==> config.mk <==
export PLATFORM = sky130hd
export DESIGN_NAME = rx_frame_sequencer
export DESIGN_NICKNAME = d
export VERILOG_FILES = /design/src/rtl/rx_frame_sequencer.sv
export SDC_FILE = /design/constraint.sdc
export NUM_CORES = 1
export LEC_CHECK = 0
export CORE_ASPECT_RATIO = 1.75
export CORE_MARGIN = 5
export CORE_UTILIZATION = 30
export CTS_BUF_LIST = sky130_fd_sc_hd__clkbuf_4 sky130_fd_sc_hd__clkbuf_8 sky130_fd_sc_hd__clkbuf_16
export CTS_CLUSTER_SIZE = 28
export DETAILED_ROUTE_END_ITERATION = 12
export GPL_ROUTABILITY_DRIVEN = 0
export GPL_TIMING_DRIVEN = 1
export PLACE_DENSITY = 0.51
export SYNTH_ARGS = -nofsm -noshare
export SYNTH_HDL_FRONTEND = slang
export SYNTH_SLANG_ARGS = --single-unit
==> constraint.sdc <==
create_clock -name clk -period 3 [get_ports clk]
set_input_delay 0.6 -clock clk [delete_from_list [all_inputs] [get_ports clk]]
set_output_delay 0.6 -clock clk [all_outputs]
set_load 0.05 [all_outputs]
==> src/rtl/rx_frame_sequencer.sv <==
// UART receive frame sequencer: tracks start/data/parity/stop bits on the
// oversampled serial line, majority-votes each bit and flags framing errors.
module rx_frame_sequencer #(
   parameter int OVERSAMPLE = 16,
   parameter int ACQ_POINT  = 7,
   parameter int DATA_BITS  = 8
) (
   input  logic       clk,
   input  logic       rst,
   input  logic       enable_i,
   input  logic       baud_tick_i,
   input  logic       rx_i,
   input  logic       p_ParityEnable_i,
   output logic [4:0] state_o,
   output logic [3:0] bit_width_cnt_o,
   output logic       bit_o,
   output logic       bit_synch_o,
   output logic       frame_done_o,
   output logic       frame_err_o,
   output logic       start_err_o,
   output logic       busy_o
);

   localparam logic [3:0] CNT_MAX  = 4'(OVERSAMPLE - 1);
   localparam logic [3:0] ACQ_CNT  = 4'(ACQ_POINT);
   localparam logic [3:0] LAST_IDX = 4'(DATA_BITS - 1);

   typedef enum logic [4:0] {
      S_IDLE   = 5'b00001,
      S_START  = 5'b00010,
      S_DATA   = 5'b00100,
      S_PARITY = 5'b01000,
      S_STOP   = 5'b10000
   } state_t;

   state_t     state_q, state_d;
   logic [3:0] cnt_q, cnt_d;
   logic [3:0] idx_q, idx_d;
   logic [1:0] hist_q, hist_d;
   logic       par_q, par_d;
   logic       bit_q, bit_d;
   logic       sync_q, sync_d;
   logic       done_q, done_d;
   logic       ferr_q, ferr_d;
   logic       serr_q, serr_d;
   logic       maj_s;
   logic       at_acq_s;
   logic       at_wrap_s;

   function automatic logic maj3(input logic a, input logic b, input logic c);
      return (a & b) | (a & c) | (b & c);
   endfunction

   // The current sample plus the two previous ticks form the voting window.
   assign maj_s     = maj3(hist_q[1], hist_q[0], rx_i);
   assign at_acq_s  = (cnt_q == ACQ_CNT);
   assign at_wrap_s = (cnt_q == CNT_MAX);

   always_comb begin
      state_d = state_q;
      cnt_d   = cnt_q;
      idx_d   = idx_q;
      hist_d  = hist_q;
      par_d   = par_q;
      bit_d   = bit_q;
      sync_d  = 1'b0;
      done_d  = 1'b0;
      ferr_d  = ferr_q;
      serr_d  = 1'b0;
      if (!enable_i) begin
         state_d = S_IDLE;
         cnt_d   = 4'd0;
         idx_d   = 4'd0;
         hist_d  = 2'b11;
         par_d   = 1'b0;
         bit_d   = 1'b1;
         ferr_d  = 1'b0;
      end else if (baud_tick_i) begin
         hist_d = {hist_q[0], rx_i};
         cnt_d  = at_wrap_s ? 4'd0 : cnt_q + 4'd1;
         case (state_q)
            S_IDLE: begin
               cnt_d = 4'd0;
               // Only a 1->0 transition starts a frame, so a held break is ignored.
               if (!rx_i && hist_q[0]) begin
                  state_d = S_START;
                  par_d   = p_ParityEnable_i;
                  ferr_d  = 1'b0;
               end else begin
                  state_d = S_IDLE;
               end
            end
            S_START: begin
               if (at_acq_s && maj_s) begin
                  state_d = S_IDLE;
                  cnt_d   = 4'd0;
                  serr_d  = 1'b1;
               end else if (at_wrap_s) begin
                  state_d = S_DATA;
                  idx_d   = 4'd0;
               end else begin
                  state_d = S_START;
               end
            end
            S_DATA: begin
               if (at_acq_s) begin
                  bit_d  = maj_s;
                  sync_d = 1'b1;
               end else if (at_wrap_s) begin
                  if (idx_q == LAST_IDX) begin
                     idx_d   = 4'd0;
                     state_d = par_q ? S_PARITY : S_STOP;
                  end else begin
                     idx_d = idx_q + 4'd1;
                  end
               end else begin
                  state_d = S_DATA;
               end
            end
            S_PARITY: begin
               if (at_acq_s) begin
                  bit_d  = maj_s;
                  sync_d = 1'b1;
               end else if (at_wrap_s) begin
                  state_d = S_STOP;
               end else begin
                  state_d = S_PARITY;
               end
            end
            S_STOP: begin
               // Leave at mid-bit so the next start edge can be caught immediately.
               if (at_acq_s) begin
                  done_d  = 1'b1;
                  ferr_d  = ~maj_s;
                  state_d = S_IDLE;
                  cnt_d   = 4'd0;
               end else begin
                  state_d = S_STOP;
               end
            end
            default: begin
               state_d = S_IDLE;
               cnt_d   = 4'd0;
               idx_d   = 4'd0;
            end
         endcase
      end else begin
         state_d = state_q;
      end
   end

   always_ff @(posedge clk) begin
      if (rst) begin
         state_q <= S_IDLE;
         cnt_q   <= 4'd0;
         idx_q   <= 4'd0;
         hist_q  <= 2'b11;
         par_q   <= 1'b0;
         bit_q   <= 1'b1;
         sync_q  <= 1'b0;
         done_q  <= 1'b0;
         ferr_q  <= 1'b0;
         serr_q  <= 1'b0;
      end else begin
         state_q <= state_d;
         cnt_q   <= cnt_d;
         idx_q   <= idx_d;
         hist_q  <= hist_d;
         par_q   <= par_d;
         bit_q   <= bit_d;
         sync_q  <= sync_d;
         done_q  <= done_d;
         ferr_q  <= ferr_d;
         serr_q  <= serr_d;
      end
   end

   assign state_o         = state_q;
   assign bit_width_cnt_o = cnt_q;
   assign bit_o           = bit_q;
   assign bit_synch_o     = sync_q;
   assign frame_done_o    = done_q;
   assign frame_err_o     = ferr_q;
   assign start_err_o     = serr_q;
   assign busy_o          = (state_q != S_IDLE);

endmodule

==> impl_metrics.xml <==
<?xml version="1.0" encoding="UTF-8"?>
<metrics>
  <group name="run_status">
    <metric name="run_status" unit="">finished, final reports clean</metric>
  </group>
  <group name="yosys">
    <metric name="synth_flop_cell" unit="">dfxtp_1</metric>
    <metric name="number_of_flops_mapped_to_enable_cells_by_yosys" unit="">0</metric>
    <metric name="synthesis.area_per_instance" unit="sq um">7.95</metric>
    <metric name="post_synth_most_frequent_cells" unit="">dfxtp_1, nand2_1, nor2_1</metric>
    <metric name="ys_ff_latch" unit="">21</metric>
    <metric name="mappedNetlistArea" unit="sq um">1220</metric>
    <metric name="synth.yosys.warnings" unit="">0</metric>
    <metric name="synth.largest_area_cell" unit="">dfxtp_1</metric>
    <metric name="synthMostInstantiatedCell" unit="">dfxtp_1</metric>
    <metric name="ys_seq_area_share" unit="%">34.4</metric>
    <metric name="post_synth_inst_count" unit="">154</metric>
    <metric name="synth_nets" unit="">162</metric>
    <metric name="synth.distinct_cells" unit="">44</metric>
    <metric name="synth_area_leaders" unit="">dfxtp_1, nand2_1, nor2_1</metric>
    <metric name="fraction_of_registers_with_async_set_reset" unit="%">0</metric>
    <metric name="netlist.area_leader.share" unit="%">34.4</metric>
  </group>
  <group name="sta">
    <metric name="period_share" unit="%">88.5</metric>
    <metric name="max-slew-margin-rel" unit="%">60.8</metric>
    <metric name="rsz0062_at_grt" unit="">no</metric>
    <metric name="count_of_final_setup_violators" unit="">0</metric>
    <metric name="finalMaxSlewViolations" unit="">0</metric>
    <metric name="final.setup_skew" unit="ps">3.91</metric>
    <metric name="finalSetupTns" unit="ps">0</metric>
    <metric name="finalHoldViolations" unit="">0</metric>
    <metric name="worstMarginPinSlew" unit="ps">588</metric>
    <metric name="finalWorstPathRequiredPeriod" unit="ps">2660</metric>
    <metric name="achievable-frequency" unit="MHz">377</metric>
  </group>
  <group name="global_route">
    <metric name="grt_start_max_net_pins" unit="">17</metric>
    <metric name="global_route_wire_length_before_repair" unit="mm">5.68</metric>
    <metric name="first_global_vias" unit="">1257</metric>
    <metric name="grt.total_usage" unit="%">13.1</metric>
    <metric name="initial_antenna_violation_count" unit="">0</metric>
    <metric name="grt_overflow" unit="">0</metric>
  </group>
  <group name="critical_path">
    <metric name="critical_path_arrival" unit="ps">2060</metric>
    <metric name="critical_path_class" unit="">flip-flop to primary output</metric>
    <metric name="timing.critical_path.to_type" unit="">primary output</metric>
    <metric name="timing.critical_path.required" unit="ps">2400</metric>
    <metric name="rr_startpoint" unit="">bit_width_cnt_o[0]</metric>
    <metric name="cp-start-kind" unit="">flip-flop</metric>
    <metric name="r2r-end" unit="">idx_q[0]</metric>
    <metric name="rrSetupSlack" unit="ps">860</metric>
    <metric name="reg2regPathDepth" unit="">6</metric>
    <metric name="cp_max_fo" unit="">10</metric>
  </group>
  <group name="worst_hold_path">
    <metric name="holdPathEnd" unit="">bit_o</metric>
    <metric name="min-delay-path-class" unit="">flip-flop to flip-flop</metric>
    <metric name="worstHoldStart" unit="">bit_o</metric>
    <metric name="worstHoldPathCells" unit="">2</metric>
  </group>
  <group name="clocking">
    <metric name="clock-sinks" unit="">21</metric>
    <metric name="insertion_delay" unit="ps">260</metric>
    <metric name="numCtsBuffers" unit="">3</metric>
    <metric name="clock_pin_transition_on_the_worst_setup_and_hold_timing_paths" unit="ps">80</metric>
    <metric name="tritoncts" unit="">built</metric>
    <metric name="clock_tree.htree_level_count" unit="">1</metric>
    <metric name="cts_root_buf" unit="">clkbuf_8</metric>
    <metric name="post_cts_resize_count" unit="">0</metric>
    <metric name="clock_tree.buffer_depth" unit="">2</metric>
    <metric name="hold_buffers_post_cts" unit="">0</metric>
    <metric name="post_cts_buffers" unit="">0</metric>
  </group>
  <group name="job">
    <metric name="timing.max_cap.violations" unit="">0</metric>
  </group>
  <group name="drt">
    <metric name="wire_per_inst" unit="um">15.4</metric>
    <metric name="route.detailed.drc" unit="">0</metric>
    <metric name="dr.pass1.iters" unit="">4</metric>
    <metric name="dr.max_layer_used" unit="">met4</metric>
    <metric name="detailed_routed_wire_length_on_met2" unit="mm">1.80</metric>
    <metric name="detail_route.wirelength.met1" unit="mm">1.36</metric>
    <metric name="detailed_route_wl" unit="mm">3.35</metric>
    <metric name="drt_iter0_drc" unit="">41</metric>
    <metric name="via_count" unit="">1201</metric>
    <metric name="routed-wl-met3" unit="um">94</metric>
    <metric name="residual_antenna_violating_net_count_after_detailed_routing" unit="">0</metric>
    <metric name="drt-vias-per-instance" unit="">5.51</metric>
  </group>
  <group name="die">
    <metric name="rows" unit="">30</metric>
    <metric name="dieHeight" unit="um">94.5</metric>
    <metric name="initial_utilization" unit="%">31.3</metric>
    <metric name="area_enclosed_by_the_die_boundary" unit="sq um">5510</metric>
    <metric name="dieWidth" unit="um">58.3</metric>
    <metric name="design.core.area" unit="sq um">3900</metric>
    <metric name="io_pins" unit="">21</metric>
  </group>
  <group name="final_layout">
    <metric name="num-fill-cells" unit="">416</metric>
    <metric name="final_cell_area" unit="sq um">1500</metric>
    <metric name="postLayoutCoreUtil" unit="%">38.3</metric>
    <metric name="syn2layout_area_growth" unit="%">22.3</metric>
    <metric name="layoutNonFillerInstCount" unit="">218</metric>
    <metric name="final_layout_size_suffix_gt1_share" unit="%">6.47</metric>
    <metric name="multi_input_comb_area" unit="sq um">748</metric>
    <metric name="final-seq-area" unit="sq um">420</metric>
    <metric name="layout.nets" unit="">179</metric>
    <metric name="antenna_cells_inserted" unit="">0</metric>
  </group>
  <group name="place">
    <metric name="dp_cell_count" unit="">214</metric>
    <metric name="placed_cell_area" unit="sq um">1450</metric>
    <metric name="buffer_ports.inserted" unit="">20</metric>
    <metric name="place.detailed.hpwl" unit="mm">2.60</metric>
  </group>
  <group name="power">
    <metric name="total_leakage_power" unit="nW">0.517</metric>
    <metric name="ir_worst_vdd" unit="mV">0.235</metric>
    <metric name="p_per_area" unit="nW/um^2">377</metric>
  </group>
</metrics>
-- final cells by class --
cell class,count,share of cell area (%)
multi-input combinational,121,50.0
sequential,21,28.1
timing repair buffer,21,13.9
tap,48,4.01
clock buffer,4,3.26
inverter,3,0.753
-- layer usage --
layer | vias to the layer above | global-route usage, %
li1 | 601 | -
met1 | 565 | 13.3
met2 | 27 | 25.2
met3 | 8 | 1.78
met4 | 0 | 6.19
met5 | - | 0
-- worst max path at each step --
stage	from	slack (ps)	endpoint	depth (start not counted)
after floorplan	state_o[1]	640	bit_width_cnt_o[3]	6
after global placement	rx_i	520	bit_width_cnt_o[3]	6
after detailed placement	rx_i	490	bit_width_cnt_o[3]	6
after CTS	state_o[3]	330	busy_o	4
after global routing	state_o[3]	220	busy_o	4
final	state_o[3]	340	busy_o	4
-- sequential cells by signal (all words and copies together), names as in the netlist --
register	flops
par_q	1
frame_done_o	1
bit_o	1
state_o	5
bit_synch_o	1
bit_width_cnt_o	4
hist_q	2
idx_q	4
start_err_o	1
frame_err_o	1
-- metrics by stage --
| step | power, mW | hold slack, ps | setup slack (ps) |
|---|---|---|---|
| after CTS | 0.572 | 482 | 328 |
| after global placement | 0.372 | 462 | 521 |
| final | 0.563 | 477 | 345 |
| after floorplan | 0.346 | 449 | 642 |
| after global routing | 0.590 | 495 | 218 |
| after detailed placement | 0.372 | 461 | 491 |
-- critical path, stage by stage, from the launching register on --
cell and delay (ps):
dfxtp_1 520, nor2_1 190, and3_1 240, inv_1 60, clkdlybuf4s50_1 790
-- where the power goes --
part / leakage, nW / switching (mW) / internal [mW]
sequential: 0.170 / 0.00660 / 0.282
combinational: 0.321 / 0.0469 / 0.0298
clock: 0.0262 / 0.0949 / 0.104
total: 0.517 / 0.148 / 0.415
-- cells by family after synthesis --
logic type	count (synthesis)	synth area share, %
multiplexers	5	4.09
adder cells (fa/ha/maj)	3	2.86
XOR/XNOR	2	1.43
buffers and inverters	12	4.50
AO/OA/AOI/OAI	37	20.7
AND/OR/NAND/NOR	74	32.1
flip-flops	21	34.4
-- cells in the final DEF (no fill, tap or decap), types with 4 or more instances in the layout --
cell type / count
nor3_1: 7
o21ai_0: 6
nand3_1: 9
a21oi_1: 11
nor2b_1: 4
nor2_1: 16
nand2_1: 17
clkdlybuf4s50_1: 20
dfxtp_1: 21
mux2i_1: 5
Note: power is estimated with default switching activity, not from simulation.
==> RTL change (same flow settings) <==
Reset style: asynchronous (`rst`), changed in one clocked block.
--- a/src/rtl/rx_frame_sequencer.sv
+++ b/src/rtl/rx_frame_sequencer.sv
@@ -149,7 +149,7 @@
       end
    end
 
-   always_ff @(posedge clk) begin
+   always_ff @(posedge clk or posedge rst) begin
       if (rst) begin
          state_q <= S_IDLE;
          cnt_q   <= 4'd0;
Function: differs if rst is asserted again (counterexample within 4 cycles, from zero or initial values and one cycle with rst high); with rst held inactive, the same outputs for 10 cycles.
==> RTL change against the original RTL <==
  * Worst setup slack better by 0.18 ns
  * Total power rose by 14%
  * Design area is 9.9% higher
  * Synthesized cell count shrank 2.6%
  * Area after synthesis increased by 8.4%
  * Hold slack improved by 0.080 ns
  * Sequential cell count unchanged
  * Largest power group unchanged
  * Sequential power up 6%
  * Utilization is 0.66 points lower
  * Routed wire length rose by 4.7%
  * Non-clock buffer count increased by 6
==> RTL change: results <==
[power]
leakage_uw = 0.000684
ir_drop_mv = 0.291

[setup_path]
path_max_fanout = 12
crit-reg2reg-launch = "bit_width_cnt_o[0]"
r2r_cells = 6
timing.rr.end = "bit_width_cnt_o[0]"
arrival_ns = 1.87
crit_end = "busy_o"
reg2reg_slack_ns = 0.92
cp-startpoint = "state_o[0]"
critPathMaxStageDelay_ns = 0.74

[cts]
cts_max_level = 1
insertion_delay_ns = 0.27
clk_pin_slew_ns = 0.08
clockRootBuffer = "clkbuf_8"
post_cts_buffers = 0

[place]
dpl_cell_area_sq_mm = 0.00160
dp_cells = 220
dpl.hpwl_um = 2760
dpl_worst_slack_ns = 0.593
port_buffers = 20

[route]
drt-initial-drc-count = 36
met3WireLength_um = 103
via_per_inst = 5.33
wl_per_cell_um = 15.7
maxUsedRoutingLayer = "met4"
vias = 1193
met2_wirelength_um = 1980
wl_met1_um = 1320

[global_routing]
groute.layer.met3.usage = 0.0212
antenna_found_initial = 0
grt_util_met2 = 0.238
grt_max_degree = 22
grt_pass1_wl_um = 5750
met1_usage = 0.132
grt_util_all_layers = 0.129

[hold_path]
hp-class = "reg -> reg"

[timing]
skew_ns = 0.00296
fin_setup_tns_ns = 0
period_needed_ns = 2.47
slew_headroom = 0.441

[yosys]
synth_cell_type_count = 42
synthTopCellsByCount = "nand2_1 (18), dfrtp_1 (17), nor2_1 (13), o21ai_0 (13), nand3_1 (10)"
syn_inst = 150
synth_fp_nets = 158
async_reset_ff_frac = 1.00
yosysTopAreaCell = "dfrtp_1"
yosys_warnings = 0
synth.area.top_cells = "dfrtp_1 (32%), dfstp_2 (7.9%), nand2_1 (5.1%)"
synth_seq_area_share = 0.400

[finish]
fillers = 460
final_layout_size_suffix_gt1_frac = 0.127
final_common_cell = "clkdlybuf4s50_1"
largest_reg_flops = 5
fin_nets = 182

[status]
status = "complete, no violations"
[RTL change: per-stage QoR]
| stage | hold slack (ns) | total power (uW) | util |
|---|---|---|---|
| after floorplan | 0.494 | 413 | - |
| after global placement | 0.524 | 457 | 0.366 |
| after detailed placement | 0.539 | 457 | 0.366 |
| after CTS | 0.560 | 650 | 0.377 |
| after global routing | 0.612 | 673 | 0.377 |
| final | 0.557 | 642 | 0.377 |
[RTL change: tightest hold or removal path: stages, from the launching register on]
cell and delay [ns]:
dfstp_2 0.37, mux2i_1 0.11, nand2_1 0.07
[RTL change: cell type report]
class                      count  area share
clock buffer                   3      0.0251
clock inverter                 1     0.00304
inverter                       6      0.0137
multi-input combinational    115       0.443
sequential                    21       0.323
tap                           51      0.0388
timing repair buffer          27       0.154
[RTL change: kinds of logic (layout without fill, tap and decap cells)]
logic type      Yosys count  after routing  share of synthesized area
compound gates           44             44                      0.240
xor+xnor                  3              3                     0.0198
fa+ha+maj                 3              3                     0.0264
buf+inv                  14             37                     0.0509
flops                    21             21                      0.400
mux                       2              2                     0.0151
simple gates             63             63                      0.248
[RTL change: how the worst min path moves through the flow]
stage / from / end / slack [ns] / cells past startpoint
finish: hist_q[1] / hist_q[1] / 0.56 / 2
global route: idx_q[3] / idx_q[3] / 0.61 / 2
CTS: idx_q[1] / idx_q[1] / 0.56 / 2
detailed placement: idx_q[1] / idx_q[1] / 0.54 / 2
global placement: idx_q[3] / idx_q[3] / 0.52 / 2
floorplan: idx_q[3] / idx_q[3] / 0.49 / 2
[RTL change: where the power goes]
group | total, uW | internal (uW) | switching (uW)
logic | 147 | 54.0 | 92.6
registers | 305 | 292 | 12.5
clock network | 191 | 92.8 | 97.9
